**src/rtl/lsu_mem_bridge.sv**
```systemverilog
`default_nettype none
// ============================================================================
// Module   : lsu_mem_bridge
// Purpose  : Load/store bridge from the CPU execute stage to a word-only data
//            memory. It turns byte/halfword/word accesses into word accesses,
//            using read-modify-write for sub-word stores. It also checks
//            alignment, sign/zero-extends load data and raises a stall
//            request while an access is in flight.
// Ports    : Clock, Reset_n             - clock, async active-low reset
//            Req, MemRead, MemWrite,
//            Size, Unsigned, Address,
//            WriteData                  - request from pipeline (held until Done)
//            ReadData, Done, AddrError,
//            Stall                      - completion/result back to pipeline
//            Mem_Write, Mem_Address,
//            Mem_WriteData,
//            Mem_ReadData               - word interface to data memory
// Options  : `define LSU_BOUNDS_CHECK_EN rejects addresses beyond the
//            2**MEM_WORDS_LOG2-word memory.
// Revision : 1.0 - initial release
// ============================================================================
module lsu_mem_bridge #(
    parameter int READ_LATENCY   = 1,
    parameter int MEM_WORDS_LOG2 = 14
) (
    input  logic        Clock,
    input  logic        Reset_n,
    input  logic        Req,
    input  logic        MemRead,
    input  logic        MemWrite,
    input  logic [1:0]  Size,
    input  logic        Unsigned,
    input  logic [31:0] Address,
    input  logic [31:0] WriteData,
    output logic [31:0] ReadData,
    output logic        Done,
    output logic        AddrError,
    output logic        Stall,
    output logic        Mem_Write,
    output logic [31:0] Mem_Address,
    output logic [31:0] Mem_WriteData,
    input  logic [31:0] Mem_ReadData
);

    typedef enum logic [2:0] {
        S_IDLE = 3'd0,
        S_RD   = 3'd1,
        S_WR   = 3'd2,
        S_ERR  = 3'd3,
        S_DONE = 3'd4
    } state_t;

    localparam logic [1:0] C_LAT_LAST = 2'(READ_LATENCY - 1);

    state_t      state_q, state_d;
    logic [1:0]  cnt_q, cnt_d;
    logic [31:0] addr_q;
    logic [1:0]  size_q;
    logic        uns_q;
    logic        store_q;
    logic [31:0] wdata_q;
    logic [31:0] rword_q;   // fetched word for read-modify-write
    logic [31:0] rdata_q;   // extended load result

    logic        accept;
    logic        rd_last;
    logic        misalign;
    logic        oob;
    logic        illegal;
    logic [7:0]  ld_byte;
    logic [15:0] ld_half;
    logic [31:0] ld_ext;
    logic [31:0] merged;

    assign accept  = (state_q == S_IDLE) && Req;
    assign rd_last = (state_q == S_RD) && (cnt_q == C_LAT_LAST);

    assign misalign = (Size == 2'b11)
                    | ((Size == 2'b01) & Address[0])
                    | ((Size == 2'b10) & (|Address[1:0]));

`ifdef LSU_BOUNDS_CHECK_EN
    // Any byte-address bit above the implemented word range marks the access bad.
    assign oob = (Address >> (MEM_WORDS_LOG2 + 2)) != 32'd0;
`else
    // Range check disabled; the depth is never negative so this is constant 0.
    assign oob = (MEM_WORDS_LOG2 < 0);
`endif

    assign illegal = misalign | oob;

    // ------------------------------------------------------------------------
    // FSM: state register
    // ------------------------------------------------------------------------
    always_ff @(posedge Clock or negedge Reset_n) begin
        if (!Reset_n) begin
            state_q <= S_IDLE;
            cnt_q   <= 2'd0;
        end else begin
            state_q <= state_d;
            cnt_q   <= cnt_d;
        end
    end

    // ------------------------------------------------------------------------
    // FSM: next state and outputs
    // ------------------------------------------------------------------------
    always_comb begin
        state_d   = state_q;
        cnt_d     = cnt_q;
        Done      = 1'b0;
        AddrError = 1'b0;
        Mem_Write = 1'b0;
        case (state_q)
            S_IDLE: begin
                cnt_d = 2'd0;
                if (Req) begin
                    // Neither load nor store: complete without touching memory.
                    if (!MemRead && !MemWrite)            state_d = S_DONE;
                    else if (illegal)                     state_d = S_ERR;
                    else if (MemWrite && (Size == 2'b10)) state_d = S_WR;
                    else                                  state_d = S_RD;
                end
            end
            S_RD: begin
                if (cnt_q == C_LAT_LAST) begin
                    cnt_d   = 2'd0;
                    state_d = store_q ? S_WR : S_DONE;
                end else begin
                    cnt_d = cnt_q + 2'd1;
                end
            end
            S_WR: begin
                Mem_Write = 1'b1;
                state_d   = S_DONE;
            end
            S_ERR: begin
                Done      = 1'b1;
                AddrError = 1'b1;
                state_d   = S_IDLE;
            end
            S_DONE: begin
                Done    = 1'b1;
                state_d = S_IDLE;
            end
            default: state_d = S_IDLE;
        endcase
    end

    // ------------------------------------------------------------------------
    // Request capture and read data capture
    // ------------------------------------------------------------------------
    always_ff @(posedge Clock or negedge Reset_n) begin
        if (!Reset_n) begin
            addr_q  <= 32'd0;
            size_q  <= 2'd0;
            uns_q   <= 1'b0;
            store_q <= 1'b0;
            wdata_q <= 32'd0;
            rword_q <= 32'd0;
            rdata_q <= 32'd0;
        end else begin
            if (accept) begin
                addr_q  <= Address;
                size_q  <= Size;
                uns_q   <= Unsigned;
                store_q <= MemWrite;   // both set counts as a store
                wdata_q <= WriteData;
            end
            if (rd_last) begin
                if (store_q) rword_q <= Mem_ReadData;
                else         rdata_q <= ld_ext;
            end
        end
    end

    // ------------------------------------------------------------------------
    // Load lane select and extension (little-endian)
    // ------------------------------------------------------------------------
    always_comb begin
        ld_byte = Mem_ReadData[7:0];
        case (addr_q[1:0])
            2'd0:    ld_byte = Mem_ReadData[7:0];
            2'd1:    ld_byte = Mem_ReadData[15:8];
            2'd2:    ld_byte = Mem_ReadData[23:16];
            default: ld_byte = Mem_ReadData[31:24];
        endcase
        ld_half = addr_q[1] ? Mem_ReadData[31:16] : Mem_ReadData[15:0];
        case (size_q)
            2'b00:   ld_ext = uns_q ? {24'd0, ld_byte} : {{24{ld_byte[7]}}, ld_byte};
            2'b01:   ld_ext = uns_q ? {16'd0, ld_half} : {{16{ld_half[15]}}, ld_half};
            default: ld_ext = Mem_ReadData;
        endcase
    end

    // ------------------------------------------------------------------------
    // Store lane merge into the fetched word
    // ------------------------------------------------------------------------
    always_comb begin
        merged = wdata_q;
        case (size_q)
            2'b00: begin
                case (addr_q[1:0])
                    2'd0:    merged = {rword_q[31:8], wdata_q[7:0]};
                    2'd1:    merged = {rword_q[31:16], wdata_q[7:0], rword_q[7:0]};
                    2'd2:    merged = {rword_q[31:24], wdata_q[7:0], rword_q[15:0]};
                    default: merged = {wdata_q[7:0], rword_q[23:0]};
                endcase
            end
            2'b01: begin
                merged = addr_q[1] ? {wdata_q[15:0], rword_q[15:0]}
                                   : {rword_q[31:16], wdata_q[15:0]};
            end
            default: merged = wdata_q;
        endcase
    end

    assign ReadData      = rdata_q;
    assign Mem_Address   = {addr_q[31:2], 2'b00};
    assign Mem_WriteData = merged;
    assign Stall         = Req & ~Done;

endmodule
`default_nettype wire

```
**config.mk**
```make
export PLATFORM = sky130hd
export DESIGN_NAME = lsu_mem_bridge
export DESIGN_NICKNAME = d
export VERILOG_FILES = /design/src/rtl/lsu_mem_bridge.sv
export SDC_FILE = /design/constraint.sdc
export NUM_CORES = 1
export LEC_CHECK = 0
export CORE_AREA = 2 2 188 98
export CTS_CLUSTER_SIZE = 12
export DETAILED_ROUTE_END_ITERATION = 16
export DIE_AREA = 0 0 190 100
export GPL_ROUTABILITY_DRIVEN = 0
export PLACE_DENSITY = 0.75
export SLEW_MARGIN = 20
export SYNTH_ARGS = -nofsm -noshare
export SYNTH_HDL_FRONTEND = slang
export SYNTH_SLANG_ARGS = --single-unit
```
**constraint.sdc**
```tcl
create_clock -name Clock -period 2.1 [get_ports Clock]
set_input_delay 0.525 -clock Clock [delete_from_list [all_inputs] [get_ports Clock]]
set_output_delay 0.525 -clock Clock [all_outputs]
set_load 0.02 [all_outputs]
```
# Yosys cells after proc, flatten, opt, wreduce, memory -nomap -nowiden
# Cells that the tools add are included.
classes:
  n_addsub: 1
  n_mul: 0
  n_div: 0
  n_lt_le_gt_ge: 0
  eq_ne: 12
  shifts: 0
  muxes: 20
  n_bitwise: 7
  reduce_logical: 16
op_table:
  columns: ["cell", "n"]
  rows:
  - ["case mux 32 bit (2 select lines)", 2]
  - ["two-way mux 32 bit", 3]
  - ["case mux 32 bit (3 select lines)", 1]
  - ["case mux 8 bit (3 select lines)", 1]
  - ["two-way mux 16 bit", 1]
  - ["two-way mux 3 bit", 4]
  - ["case mux 3 bit (3 select lines)", 1]
  - ["== test 2 x 1 -> 1 bit (second input constant)", 3]
  - ["== test 2 bit (second input constant)", 3]
  - ["== test 3 x 2 -> 1 bit (second input constant)", 2]
  - ["zero test 2 bit", 3]
  - ["two-way mux 2 bit", 3]
  - ["AND reduction 2 bit", 3]
  - ["logical AND 1 bit", 4]
  - ["case mux 2 bit (2 select lines)", 1]
  - ["OR reduction 2 bit", 2]
  - ["AND 1 bit", 3]
  - ["== test 3 x 1 -> 1 bit (second input constant)", 1]
  - ["== test 3 bit (second input constant)", 1]
  - ["zero test 3 bit", 1]
  - ["two-way mux 1 bit", 3]
  - ["adder 2 x 1 -> 2 bit (second input constant)", 1]
  - ["zero test 1 bit", 2]
  - ["inequality test 2 x 1 -> 1 bit (second input constant)", 1]
  - ["4 further kinds", 6]
totals:
  register_bits: 137
  latchBits: 0
  mem_bits_rw: 0
  rom_bits: 0
  in_bits: 104
  memories: 0

# Depth between registers and ports, before layout
depth:
  ltp_word: 8
  depth_mapped: 8
  depth_no_buf: 6

# Least setup slack after synthesis
# OpenSTA, ideal clock, no wires.
synth_timing:
  path_type: "register to output"
  startpoint: "register addr_q[1]"
  endpoint: "output Mem_WriteData[28]"
  t_arrival_ns: 1.637
  slack_ns: -0.062
  path_stages_with_launch: 7
  n_path_buf: 3
  path_cell_list: "dfrtp_1 -> buf_6 -> buf_4 -> buf_2 -> nand2_1 -> o22ai_1 -> o31ai_1"
synth_via:
  elab_chain_len: 3
  word_cells_on_any_way: 6
  classes_between: "eq/ne: 2; mux: 3; reduce/logical: 1"
synth_lines:
  columns: ["item", "line", "text"]
  rows:
  - ["from (decl)", "57", "logic [31:0] addr_q;"]
  - ["from (signal assigned)", "164", "addr_q <= Address;"]
  - ["== test 2 bit (tied with other cells)", "203", "case (addr_q[1:0])"]
  - ["case mux 32 bit (3 select lines)", "203", null]
  - ["case mux 32 bit (2 select lines) *", "201", "case (size_q)"]
  - ["to (decl)", "41", "output logic [31:0] Mem_WriteData,"]
# Every way passes the cells marked *; elsewhere a longest branch is shown, timed or not.

# Final worst setup path
layout_timing:
  startpoint: "register size_q[0]"
  endpoint: "output Mem_WriteData[11]"
layout_via:
  elab_chain_len: 2
  word_cells_on_any_way: 3
  classes_between: "eq/ne: 1; mux: 1; reduce/logical: 1"
layout_lines:
  columns: ["item", "line", "text"]
  rows:
  - ["from (decl)", "58", "logic [1:0] size_q;"]
  - ["from (signal assigned)", "165", "size_q <= Size;"]
  - ["== test 2 x 1 -> 1 bit / zero test 2 bit (equally long branches)", "201", null]
  - ["case mux 32 bit (2 select lines) *", "201", null]
# Marks and branches as above.

==> results.yml <==
yosys:
  synth_flop_cell: "dfrtp_1"
  syn_area_per_cell_um2: 11.1
  yosys_warnings: 0
  synth_area_um2: 6830
  ys_seq_elements: 137
  synth_edf_count: 0
  yosysSeqAreaShare_pct: 50.2
  ys_types: 42
  yosysTopAreaCell: "dfrtp_1"
  synthArstFlopShare_pct: 100
  ys_top_cells_by_area: "dfrtp_1 50%, mux2_2 13%, mux2_4 5.3%, nand2_1 4.2%, buf_4 4.1%"
  syn_inst: 613
  synth_top_cell_area_share_pct: 50.2
place:
  placed_area_um2: 9230
  dpl.hpwl_um: 16300
  port_buffers: 201
  preCtsSetupSlack_ns: -0.325
worst_hold_path:
  worstHoldPathType: "input pin to asynchronous set/reset pin"
global_route:
  grt_pass1_wl_um: 34000
  grt-ovfl-total: 0
  grt_max_degree: 44
  grt_usage_pct: 24.2
  antenna_found_initial: 3
  first_global_vias: 5729
pwr:
  finalPower_mw: 18.4
  p_per_area_nw_per_um2: 1810
  p_leak_nw: 4.63
  irDropWorstVdd_mv: 1.10
timing:
  tns_ns: -4.49
  fin_skew_ns: 0.0130
  slew_headroom_pct: 63.8
  hold_viol: 0
  min_period_ns: 2.31
  finalWorstSetupSlack_ns: -0.214
  setup_violations: 33
  worst_pin_slew_ns: 0.540
  rsz0062_at_grt: "true"
  min_period_over_period_pct: 110
  maxSlewViolCount: 0
  max_freq_ghz: 0.432
cells_and_area:
  finish.utilization_pct: 57.6
  fin_area_um2: 10200
  nets: 940
  drive_gt1_share_pct: 34.2
  area_delta_synth_final_pct: 48.8
critical_path:
  endpoint_kind: "output pin"
  r2r_cells: 7
  critPathArrivalTime_ns: 1.79
  path_class: "register to output pin"
  cp_data_required_time_ns: 1.57
  path_max_fanout: 8
  crit_path_start_kind: "register"
route:
  routedWlPerCell_um: 20.5
  top_layer_used: "met5"
  drt_iter0_drc: 403
  dr_wl_met2_um: 8800
  vias: 5747
  post_drt_via_cell_ratio: 5.28
  dr.pass1.iters: 5
  met3WireLength_um: 2890
  drt-met1-wl_um: 10400
  drc_errors: 0
  wl_um: 22300
  ant_nets: 0
run_status:
  status: "finished with violations"
  violations: "negative setup slack"
clock_tree:
  ctsLongestPathBuffers: 2
  numCtsBuffers: 17
  cts.sinks: 137
  clk_pin_slew_worst_paths_ns: 0.06
  htreeDepth: 4
  clock-root-buffer: "clkbuf_16"
  insertion_delay_ns: 0.42
  cts_tree: "yes"
floorplanning:
  die_x_um: 190
  die_area_um2: 19000
  die_y_um: 100
  start_util_pct: 38.7
  ios: 204
  num_rows: 35
  coreArea_um2: 17600
job:
  drv_cap: 0
cells in the final DEF, fill, tap and decap left out, types with 8 or more instances in the layout:
cell | synthesis | layout
clkbuf_16 | 0 | 18
mux2_4 | 24 | 24
inv_1 | 13 | 12
mux2_2 | 76 | 76
nand3_1 | 35 | 35
nand2_2 | 1 | 15
o21ai_0 | 21 | 15
buf_2 | 18 | 8
nor2_1 | 28 | 25
and3_1 | 9 | 8
buf_6 | 5 | 29
buf_4 | 37 | 62
clkdlybuf4s50_1 | 0 | 164
nand2_1 | 77 | 59
o22a_1 | 8 | 8
a21oi_1 | 19 | 18
a21o_1 | 19 | 17
mux2i_1 | 8 | 8
a221oi_1 | 17 | 16
dfrtp_1 | 137 | 134
a22o_1 | 9 | 9
cell families (layout without fill, tap and decap cells):
group / after synthesis / in the layout / synth area share [%]
simple gates: 165 / 165 / 10.7
flops: 137 / 137 / 50.2
compound gates: 113 / 114 / 11.6
mux: 110 / 110 / 19.5
buf+inv: 85 / 316 / 7.58
fa+ha+maj: 2 / 2 / 0.366
other cells: 1 / 4 / 0.0549
layer usage:
metal	vias to the layer above	global-route usage, %
li1	2588	-
met1	2848	34.9
met2	287	32.6
met3	22	11.8
met4	2	5.01
met5	-	0
cell type report:
cell class | instances | area, um^2
Antenna cell | 2 | 5.00
Clock buffer | 19 | 443
Clock inverter | 12 | 175
Fill cell | 1471 | 7480
Inverter | 13 | 48.8
Multi-Input combinational cell | 393 | 3120
Sequential cell | 137 | 3430
Tap cell | 240 | 300
Timing Repair Buffer | 272 | 2650
through the flow:
step	cells	hold slack [ns]
floorplan	614	0.229
global placement	1040	0.464
detailed placement	1040	0.470
CTS	1078	0.0314
global route	1086	0.0416
finish	1088	0.0364
worst paths after layout:
kind / from / slack, ns / to
max: size_q[0] / -0.21 / Mem_WriteData[11]
min: Reset_n / 0.04 / rword_q[14]
max reg2reg: addr_q[0] / 0.06 / ReadData[10]
min reg2reg: ReadData[9] / 0.48 / ReadData[9]
max in group asynchronous: Reset_n / 1.45 / wdata_q[18]
min in group Clock: ReadData[9] / 0.48 / ReadData[9]
where the power goes:
part           leakage, nW  internal (mW)  switching, mW  total (mW)
clock                0.295           2.01           1.16        3.17
combinational         2.71           5.16           5.04        10.2
sequential            1.63           3.96           1.12        5.08
repair_timing:
item	4_1_cts	5_1_grt
buffers inserted	7	6
hold buffers	0	0
endpoints found under the setup margin	38	42
cloned	0	2
resized for setup	214	52
pin swaps	13	24
synth_stat cells (3+ instances only):
master,n
inv_1,13
buf_2,18
o22ai_1,8
nor2_1,28
mux2_2,76
nand3_1,35
a21o_1,19
o31ai_1,8
nor2b_1,3
o21ai_0,21
mux2i_1,8
buf_4,37
clkbuf_1,11
buf_6,5
dfrtp_1,137
a22o_1,9
nand2_1,77
mux2_4,24
o22a_1,8
a221oi_1,17
and3_1,9
a21oi_1,19
worst max-delay path, stage by stage, from the launching register on:
cell and delay, ns:
dfrtp_1 0.43, buf_6 0.16, a21o_4 0.25, a22o_1 0.23, a21o_1 0.17, buf_6 0.13
sequential cells by signal, summed over array words and instances, names as in the netlist:
register / flops
size_q: 2
ReadData: 32
state_q: 3
wdata_q: 32
uns_q: 1
rword_q: 32
store_q: 1
cnt_q: 2
addr_q: 32
Note: power is estimated with default switching activity, not from simulation.
